<file path="config.mk">
export PLATFORM = sky130hd
export DESIGN_NAME = lif_scheduler
export DESIGN_NICKNAME = d
export VERILOG_FILES = /design/src/rtl/lif_scheduler.sv
export SDC_FILE = /design/constraint.sdc
export NUM_CORES = 1
export LEC_CHECK = 0
export CAP_MARGIN = 25
export CORE_MARGIN = 2
export CORE_UTILIZATION = 53
export CTS_CLUSTER_DIAMETER = 50
export DETAILED_ROUTE_END_ITERATION = 16
export MAX_ROUTING_LAYER = met4
export PLACE_DENSITY = 0.85
export SKIP_CTS_REPAIR_TIMING = 1
export SLEW_MARGIN = 10
export SYNTH_ARGS = -nofsm -noshare
export SYNTH_HDL_FRONTEND = slang
export SYNTH_SLANG_ARGS = --single-unit
</file>
<file path="constraint.sdc">
create_clock -name clk -period 4.8 [get_ports clk]
set_clock_uncertainty 0.15 [all_clocks]
set_input_delay 0.72 -clock clk [delete_from_list [all_inputs] [get_ports clk]]
set_output_delay 0.72 -clock clk [all_outputs]
set_load 0.01 [all_outputs]
</file>
<file path="src/rtl/lif_scheduler.sv">
// lif_scheduler: one shared leaky integrate-and-fire datapath swept across
// NUM_NEURONS virtual neurons per timestep tick. Spikes leave as valid/ready
// events tagged with the neuron index. Membranes and input currents are
// held in small register files.
module lif_scheduler #(
  parameter int NUM_NEURONS = 4,
  parameter int W           = 8,
  parameter int THRESH      = 128,
  parameter int BETA_SHIFT  = 2
) (
  input  logic                           clk,
  input  logic                           rst,
  input  logic                           tick,
  input  logic                           cur_we,
  input  logic [$clog2(NUM_NEURONS)-1:0] cur_addr,
  input  logic [W-1:0]                   cur_data,
  output logic                           spike_valid,
  output logic [$clog2(NUM_NEURONS)-1:0] spike_id,
  input  logic                           spike_ready,
  output logic                           busy,
  output logic                           done,
  output logic                           overrun,
  input  logic [$clog2(NUM_NEURONS)-1:0] state_addr,
  output logic [W-1:0]                   state_data
);

  localparam int AW = $clog2(NUM_NEURONS);

  localparam logic [1:0] S_IDLE   = 2'd0;
  localparam logic [1:0] S_UPDATE = 2'd1;
  localparam logic [1:0] S_EMIT   = 2'd2;
  localparam logic [1:0] S_DONE   = 2'd3;

  localparam logic [AW-1:0] LAST_IDX   = AW'(NUM_NEURONS - 1);
  localparam logic [W:0]    THRESH_EXT = (W+1)'(THRESH);

  logic [1:0]    r_state;
  logic [AW-1:0] r_ptr;
  logic          r_spike_valid;
  logic [AW-1:0] r_spike_id;
  logic          r_overrun;

  logic [W-1:0]  r_mem [NUM_NEURONS];
  logic [W-1:0]  r_cur [NUM_NEURONS];

  logic [W-1:0]  w_m;
  logic [W-1:0]  w_leak;
  logic [W-1:0]  w_decayed;
  logic [W-1:0]  w_cur;
  logic [W:0]    w_sum;
  logic [W-1:0]  w_sat;
  logic          w_fire;
  logic          w_mem_we;
  logic [W-1:0]  w_mem_wdata;

  // Shared update datapath for the neuron under the pointer. The leak never
  // exceeds m, so the decayed value cannot underflow; the sum gets one extra
  // bit so overflow can be clamped instead of wrapping.
  assign w_m         = r_mem[r_ptr];
  assign w_leak      = w_m >> BETA_SHIFT;
  assign w_decayed   = w_m - w_leak;
  assign w_cur       = r_cur[r_ptr];
  assign w_sum       = {1'b0, w_decayed} + {1'b0, w_cur};
  assign w_sat       = w_sum[W] ? {W{1'b1}} : w_sum[W-1:0];
  assign w_fire      = ({1'b0, w_sat} >= THRESH_EXT);
  assign w_mem_we    = (r_state == S_UPDATE);
  assign w_mem_wdata = w_fire ? '0 : w_sat;

  genvar gi;
  generate
    for (gi = 0; gi < NUM_NEURONS; gi++) begin : g_neuron
      // Current register: host writes land at the edge in any FSM state, so
      // an update in the same cycle still sees the previous value.
      always_ff @(posedge clk) begin
        if (rst) begin
          r_cur[gi] <= '0;
        end else if (cur_we && (cur_addr == AW'(gi))) begin
          r_cur[gi] <= cur_data;
        end
      end

      // Membrane register: written only in the UPDATE cycle of this neuron.
      always_ff @(posedge clk) begin
        if (rst) begin
          r_mem[gi] <= '0;
        end else if (w_mem_we && (r_ptr == AW'(gi))) begin
          r_mem[gi] <= w_mem_wdata;
        end
      end
    end
  endgenerate

  // Sweep sequencer: walks the pointer, parks in EMIT while a spike waits
  // for the consumer, and flags ticks that arrive while a sweep is running.
  always_ff @(posedge clk) begin
    if (rst) begin
      r_state       <= S_IDLE;
      r_ptr         <= '0;
      r_spike_valid <= 1'b0;
      r_spike_id    <= '0;
      r_overrun     <= 1'b0;
    end else begin
      if (tick && (r_state != S_IDLE)) begin
        r_overrun <= 1'b1;
      end
      case (r_state)
        S_IDLE: begin
          if (tick) begin
            r_state <= S_UPDATE;
            r_ptr   <= '0;
          end
        end
        S_UPDATE: begin
          if (w_fire) begin
            r_spike_valid <= 1'b1;
            r_spike_id    <= r_ptr;
            r_state       <= S_EMIT;
          end else if (r_ptr == LAST_IDX) begin
            r_state <= S_DONE;
          end else begin
            r_ptr <= r_ptr + AW'(1);
          end
        end
        S_EMIT: begin
          if (spike_ready) begin
            r_spike_valid <= 1'b0;
            if (r_ptr == LAST_IDX) begin
              r_state <= S_DONE;
            end else begin
              r_ptr   <= r_ptr + AW'(1);
              r_state <= S_UPDATE;
            end
          end
        end
        S_DONE: begin
          r_state <= S_IDLE;
        end
        default: begin
          r_state <= S_IDLE;
        end
      endcase
    end
  end

  assign spike_valid = r_spike_valid;
  assign spike_id    = r_spike_id;
  assign busy        = (r_state != S_IDLE);
  assign done        = (r_state == S_DONE);
  assign overrun     = r_overrun;
  assign state_data  = r_mem[state_addr];

endmodule

</file>
# --- Word level (Yosys, flattened, before mapping) ---
# Memory sizes are Yosys's and may differ from the RTL's. A register that Yosys moved wholly into a read port is not among the register bits.
# Cells that the tools add are included.
word_totals:
  regBits: 8
  elab_cells: 106
  mem_count: 2
  ramBits: 64
  inputBits: 17
  output_inout_bits: 14
classes:
  add_sub_neg: 3
  eq_ne: 14
  magnitude_cmp: 1
  bitwise: 8
  reduce_logical: 19
  mux: 54
mem_list:
  columns: ["memory", "words", "width", "read_ports", "rd_clocked_by_memory_dff", "wr", "line_no", "source"]
  rows:
  - ["r_cur", 4, 8, 1, 1, 4, "44", "logic [W-1:0] r_cur [NUM_NEURONS];"]
  - ["r_mem", 4, 8, 2, 1, 4, "43", "logic [W-1:0] r_mem [NUM_NEURONS];"]
op_table:
  columns: ["cell", "count"]
  rows:
  - ["$mux 8", 10]
  - ["$mux 1", 28]
  - ["$mux 2", 13]
  - ["$eq 2x2->1 const B", 6]
  - ["$add 8x8->9", 1]
  - ["$logic_and 1x1->1", 9]
  - ["$ge 8x8->1 const B", 1]
  - ["$ne 2x2->1 const B", 4]
  - ["$or 1x1->1", 8]
  - ["$pmux 2 s4", 1]
  - ["$sub 8x6->8", 1]
  - ["$eq 2x1->1 const B", 3]
  - ["$logic_not 2->1", 3]
  - ["$pmux 2 s3", 1]
  - ["$reduce_and 3->1", 2]
  - ["$reduce_and 4->1", 1]
  - ["$reduce_bool 2->1", 2]
  - ["$ne 3x2->1 const B", 1]
  - ["$reduce_bool 3->1", 1]
  - ["$add 2x1->2 const B", 1]
  - ["$pmux 1 s2", 1]
  - ["$reduce_and 2->1", 1]

# --- Depth between registers and ports, before layout ---
logic_depth:
  ltp_word: 8
  mapped_depth: 19
  mapped_depth_nobuf: 17

# --- Worst setup path after synthesis ---
# Ideal clock, no wire load.
synth_timing:
  path_kind: "reg2reg"
  from: "reg with a tool-made name"
  to: "mem r_mem[3][0], data pin"
  stages_incl_launch_ff: 19
  synth_period_minus_slack_ns: 4.821
  path_buffers: 2
  slack_ns: -0.021
  setup_time_ns: 0.142
  arrival_ns: 4.528
  required_ns: 4.508
  path_cell_list: "dfxtp_1 clkbuf_1 buf_2 mux4_2 ha_1 fa_1 nor2b_1 o21ai_0 nand2b_1 a21o_1 a21oi_1 xnor2_1 ha_1 or4b_1 or3_1 or3_4 a21oi_2 nand3_1 nor2_1"
synth_rtl:
  columns: ["item", "line_no"]
  rows:
  - ["end, declared", "43"]

==> results.md <==
Outcome:
- The flow ran to the end, and the final reports show no timing, DRC or antenna violations.

Layout:
- In the layout the commonest cells are sky130_fd_sc_hd__edfxtp_1 (64), sky130_fd_sc_hd__nor2_1 (34), sky130_fd_sc_hd__and2_1 (32), sky130_fd_sc_hd__clkdlybuf4s50_1 (30), sky130_fd_sc_hd__mux4_2 (24).
- Leaving out fill and tap cells, the most frequent cell in the layout is sky130_fd_sc_hd__edfxtp_1.
- The fraction of layout cells with a size suffix above 1 is 0.1465.
- The final net count is 387.
- From synthesis to final layout, the design area changed by 17.17%.
- The number of inserted diodes is 0.
- The post-route cell area is ~4700 µm².

Detailed routing:
- The ratio of routed vias to standard cells is around 5.7.
- The routed design uses about 4300 µm of met2 wire.
- The met1 wire length is 3428 µm.
- In the routed design, unresolved DRC markers number 0.
- The initial detailed-routing violation count is about 170.
- Dividing the detail-routed wire length by the instance count gives about 18 µm.
- The sum of routed wire length over all layers is approximately 8400 µm.
- The vias after detailed routing is about 2,600.
- The number of optimization iterations in the first detailed-route pass is 4.
- The topmost layer with routed signal wires is met4.
- Once detail routing completed, the nets flagged for antenna violations numbered 0.
- The met3 wire length is roughly 520 µm.

Synthesis:
- The combined area of all synthesized cells is 4008 µm².
- The proportion of synthesized area in mux cells is 0.1399.
- The synthesized netlist contains 43 unique library cells.
- The total of warnings raised by yosys is 0.
- Of the total synthesized cell area, the portion taken by full adders, half adders and majority gates is 0.06619.
- The number of instances in the synthesized netlist is 312.
- Yosys attributes the largest share of cell area to sky130_fd_sc_hd__edfxtp_1 (48%), sky130_fd_sc_hd__mux4_2 (13%), sky130_fd_sc_hd__ha_1 (5.6%), sky130_fd_sc_hd__and2_1 (5.0%), sky130_fd_sc_hd__dfxtp_1 (5.0%).
- The sequential cell area fraction in the yosys report is 0.5295.
- The average instance in the mapped netlist occupies ~13 µm².
- The dominant combinational cell family by area after synthesis is simple AND/OR/NAND/NOR gates.
- The largest area contributor in the synthesized netlist is sky130_fd_sc_hd__edfxtp_1.
- Of the total synthesized cell area, the portion taken by XOR and XNOR cells is 0.02404.
- The area share of the largest cell type after synthesis is 0.4796.
- Synthesis inferred 74 register bits.
- Of the total synthesized cell area, the portion taken by AND, OR, NAND and NOR gates is 0.1405.
- The area fraction in compound gates after synthesis is 0.06993.

Clocking:
- The clock network latency to the later pin of the worst-skew pair is 0.36 ns.
- The number of buffers on the longest clock path is 2.
- In this run, CTS created clock tree buffers numbering 9.
- The root buffer cell chosen for the clock tree is sky130_fd_sc_hd__clkbuf_8.
- The CTS clock-pin slew for the worst setup and hold paths is roughly 0.070 ns.
- TritonCTS built the clock tree.
- The number of sinks on the clock net is 74.
- The number of H-tree levels is 3.

Global routing:
- The total grt overflow is 0.
- The pin count of the biggest net entering global routing is 17.
- The first global-routing pass estimated ~13,000 µm of wire.
- The all-layer global routing usage is 0.2227.
- The initial antenna violation count was 0.
- The number of global-route vias before repair is ~2,600.

Critical path:
- The critical path data required time is slightly below 5 ns.
- STA classifies the critical path endpoint as a flip-flop.
- The startpoint kind of the worst setup timing path is a flip-flop.
- The critical path is of the reg2reg type.
- Along the worst path, the maximum fanout reaches 7.
- The data arrival time of the critical path is 4.63 ns.

Timing:
- Setup repair after global routing left no endpoint under its margin.
- Setup violations remaining at the end of the flow were counted as 0.
- The tightest hold path in the finished design has a slack of 0.3276 ns.
- Timing would allow up to about 220 MHz.
- Adding up every negative setup slack in the final design gives 0 ns.
- The worst relative slew slack is 0.4178.
- The share of the clock period used by the worst path is 0.9554.
- Setup slack closes at 0.2140 ns.
- The number of max-slew violations in the final report is 0.
- After layout, the minimum clock period comes to between 4 and 5 ns.
- The transition time of the tightest slew-check pin is a little under 0.9 ns.
- The hold violation total from the final report is 0.

Die:
- The floorplan step set the die height to just over 90 µm.
- From left edge to right edge, the die measures ~91 µm.
- The die footprint is 8273 µm².
- The I/O pin total is 31.
- The placeable core region is ~7300 µm².
- The effective utilization at floorplan is 0.5496.
- The number of core rows is 31.

Place:
- The final HPWL from detailed placement is around 6000 µm.
- At the end of routability-driven placement, the weighted congestion stood at approximately 0.86.
- Once placement finished, the instance area stood at around 4400 µm².
- The setup slack after placement is -0.05567 ns.
- Buffers placed on the I/O ports in this run total 30.

Flow run:
- The total of max-cap violations is 0.

Min path:
- The class of the worst hold path is reg2reg.
[through the flow]
step,util,instances
global route,0.6440,454
floorplan,-,315
detailed placement,0.6078,438
CTS,0.6412,454
finish,0.6440,454
global placement,0.6078,438
[logic make-up after synthesis]
kind of cell | Yosys count
AO/OA/AOI/OAI | 40
XOR/XNOR | 11
adder cells (fa/ha/maj) | 20
buffers and inverters | 30
flip-flops | 74
multiplexers | 26
other | 1
AND/OR/NAND/NOR | 110
[synth_stat cells]
library cell / instances
sky130_fd_sc_hd__nand2_1: 17
sky130_fd_sc_hd__a221oi_1: 1
sky130_fd_sc_hd__a2111oi_0: 2
sky130_fd_sc_hd__or3_1: 2
sky130_fd_sc_hd__nor3_1: 5
sky130_fd_sc_hd__a21oi_2: 1
sky130_fd_sc_hd__conb_1: 1
sky130_fd_sc_hd__nand3_2: 1
sky130_fd_sc_hd__mux4_2: 24
sky130_fd_sc_hd__xor2_1: 5
sky130_fd_sc_hd__clkbuf_1: 6
sky130_fd_sc_hd__or3_4: 1
sky130_fd_sc_hd__nor2b_1: 4
sky130_fd_sc_hd__a211oi_1: 1
sky130_fd_sc_hd__edfxtp_1: 64
sky130_fd_sc_hd__or4b_1: 1
sky130_fd_sc_hd__and2_1: 32
sky130_fd_sc_hd__a21o_1: 5
sky130_fd_sc_hd__a21bo_2: 1
sky130_fd_sc_hd__buf_2: 3
sky130_fd_sc_hd__o21bai_1: 1
sky130_fd_sc_hd__nand4_1: 1
sky130_fd_sc_hd__nor2_1: 34
sky130_fd_sc_hd__a311o_1: 1
sky130_fd_sc_hd__a22oi_1: 1
sky130_fd_sc_hd__o21ai_0: 5
sky130_fd_sc_hd__nand3_1: 3
sky130_fd_sc_hd__and3_1: 3
sky130_fd_sc_hd__inv_1: 20
sky130_fd_sc_hd__xnor2_1: 6
sky130_fd_sc_hd__mux2i_1: 2
sky130_fd_sc_hd__o32ai_1: 1
sky130_fd_sc_hd__a21oi_1: 11
sky130_fd_sc_hd__a31o_2: 3
sky130_fd_sc_hd__nand2b_1: 6
sky130_fd_sc_hd__a31oi_1: 1
sky130_fd_sc_hd__o22ai_1: 1
sky130_fd_sc_hd__o221a_2: 1
sky130_fd_sc_hd__ha_1: 18
sky130_fd_sc_hd__dfxtp_1: 10
sky130_fd_sc_hd__fa_1: 2
sky130_fd_sc_hd__a311oi_1: 3
sky130_fd_sc_hd__buf_1: 1
[layer usage]
| layer | track usage | vias to the layer above |
|---|---|---|
| met5 | - | - |
| met4 | 0.08586 | 0 |
| met3 | 0.05145 | 10 |
| met2 | 0.3543 | 91 |
| met1 | 0.2799 | 1243 |
| li1 | - | 1230 |
[final cells by class]
| cell class | count | area, µm² |
|---|---|---|
| tap | 99 | 123.9 |
| fill | 558 | 2596 |
| multi-input combinational | 211 | 1793 |
| clock buffer | 11 | 141.4 |
| inverter | 20 | 75.07 |
| clock inverter | 5 | 102.6 |
| timing repair buffer | 34 | 334.1 |
| sequential | 74 | 2126 |
[flip-flops by register name (all words and copies together), names as in the netlist, named ones only]
signal / cells
r_mem: 32
spike_valid: 1
r_state: 2
r_cur: 32
r_ptr: 2
overrun: 1
spike_id: 2
[critical path: stages (launching register included)]
cell and delay [ns]:
sky130_fd_sc_hd__dfxtp_4 0.43, sky130_fd_sc_hd__mux4_2 0.53, sky130_fd_sc_hd__inv_1 0.07, sky130_fd_sc_hd__ha_1 0.22, sky130_fd_sc_hd__nor2b_1 0.12, sky130_fd_sc_hd__o21ai_0 0.15, sky130_fd_sc_hd__nand2b_1 0.12, sky130_fd_sc_hd__a211oi_1 0.26
sky130_fd_sc_hd__o21ai_0 0.16, sky130_fd_sc_hd__xnor2_1 0.18, sky130_fd_sc_hd__ha_1 0.32, sky130_fd_sc_hd__or4b_1 0.43, sky130_fd_sc_hd__or3_1 0.31, sky130_fd_sc_hd__or3_4 0.37, sky130_fd_sc_hd__a21oi_4 0.21, sky130_fd_sc_hd__nand3_2 0.19
sky130_fd_sc_hd__nor2_1 0.19
[worst paths after layout]
check                  startpoint                   endpoint  slack, ns  depth (start not counted)
max                     flip-flop  r_mem[3][1]$_SDFFCE_PN0P_       0.21                         16
min          overrun$_SDFFE_PP0P_       overrun$_SDFFE_PP0P_       0.33                          2
max reg2reg             flip-flop  r_mem[3][1]$_SDFFCE_PN0P_       0.21                         16
min reg2reg  overrun$_SDFFE_PP0P_       overrun$_SDFFE_PP0P_       0.33                          2
Power is not shown: default switching activity piles up to over one toggle a cycle in this logic, so the estimate is an artifact.
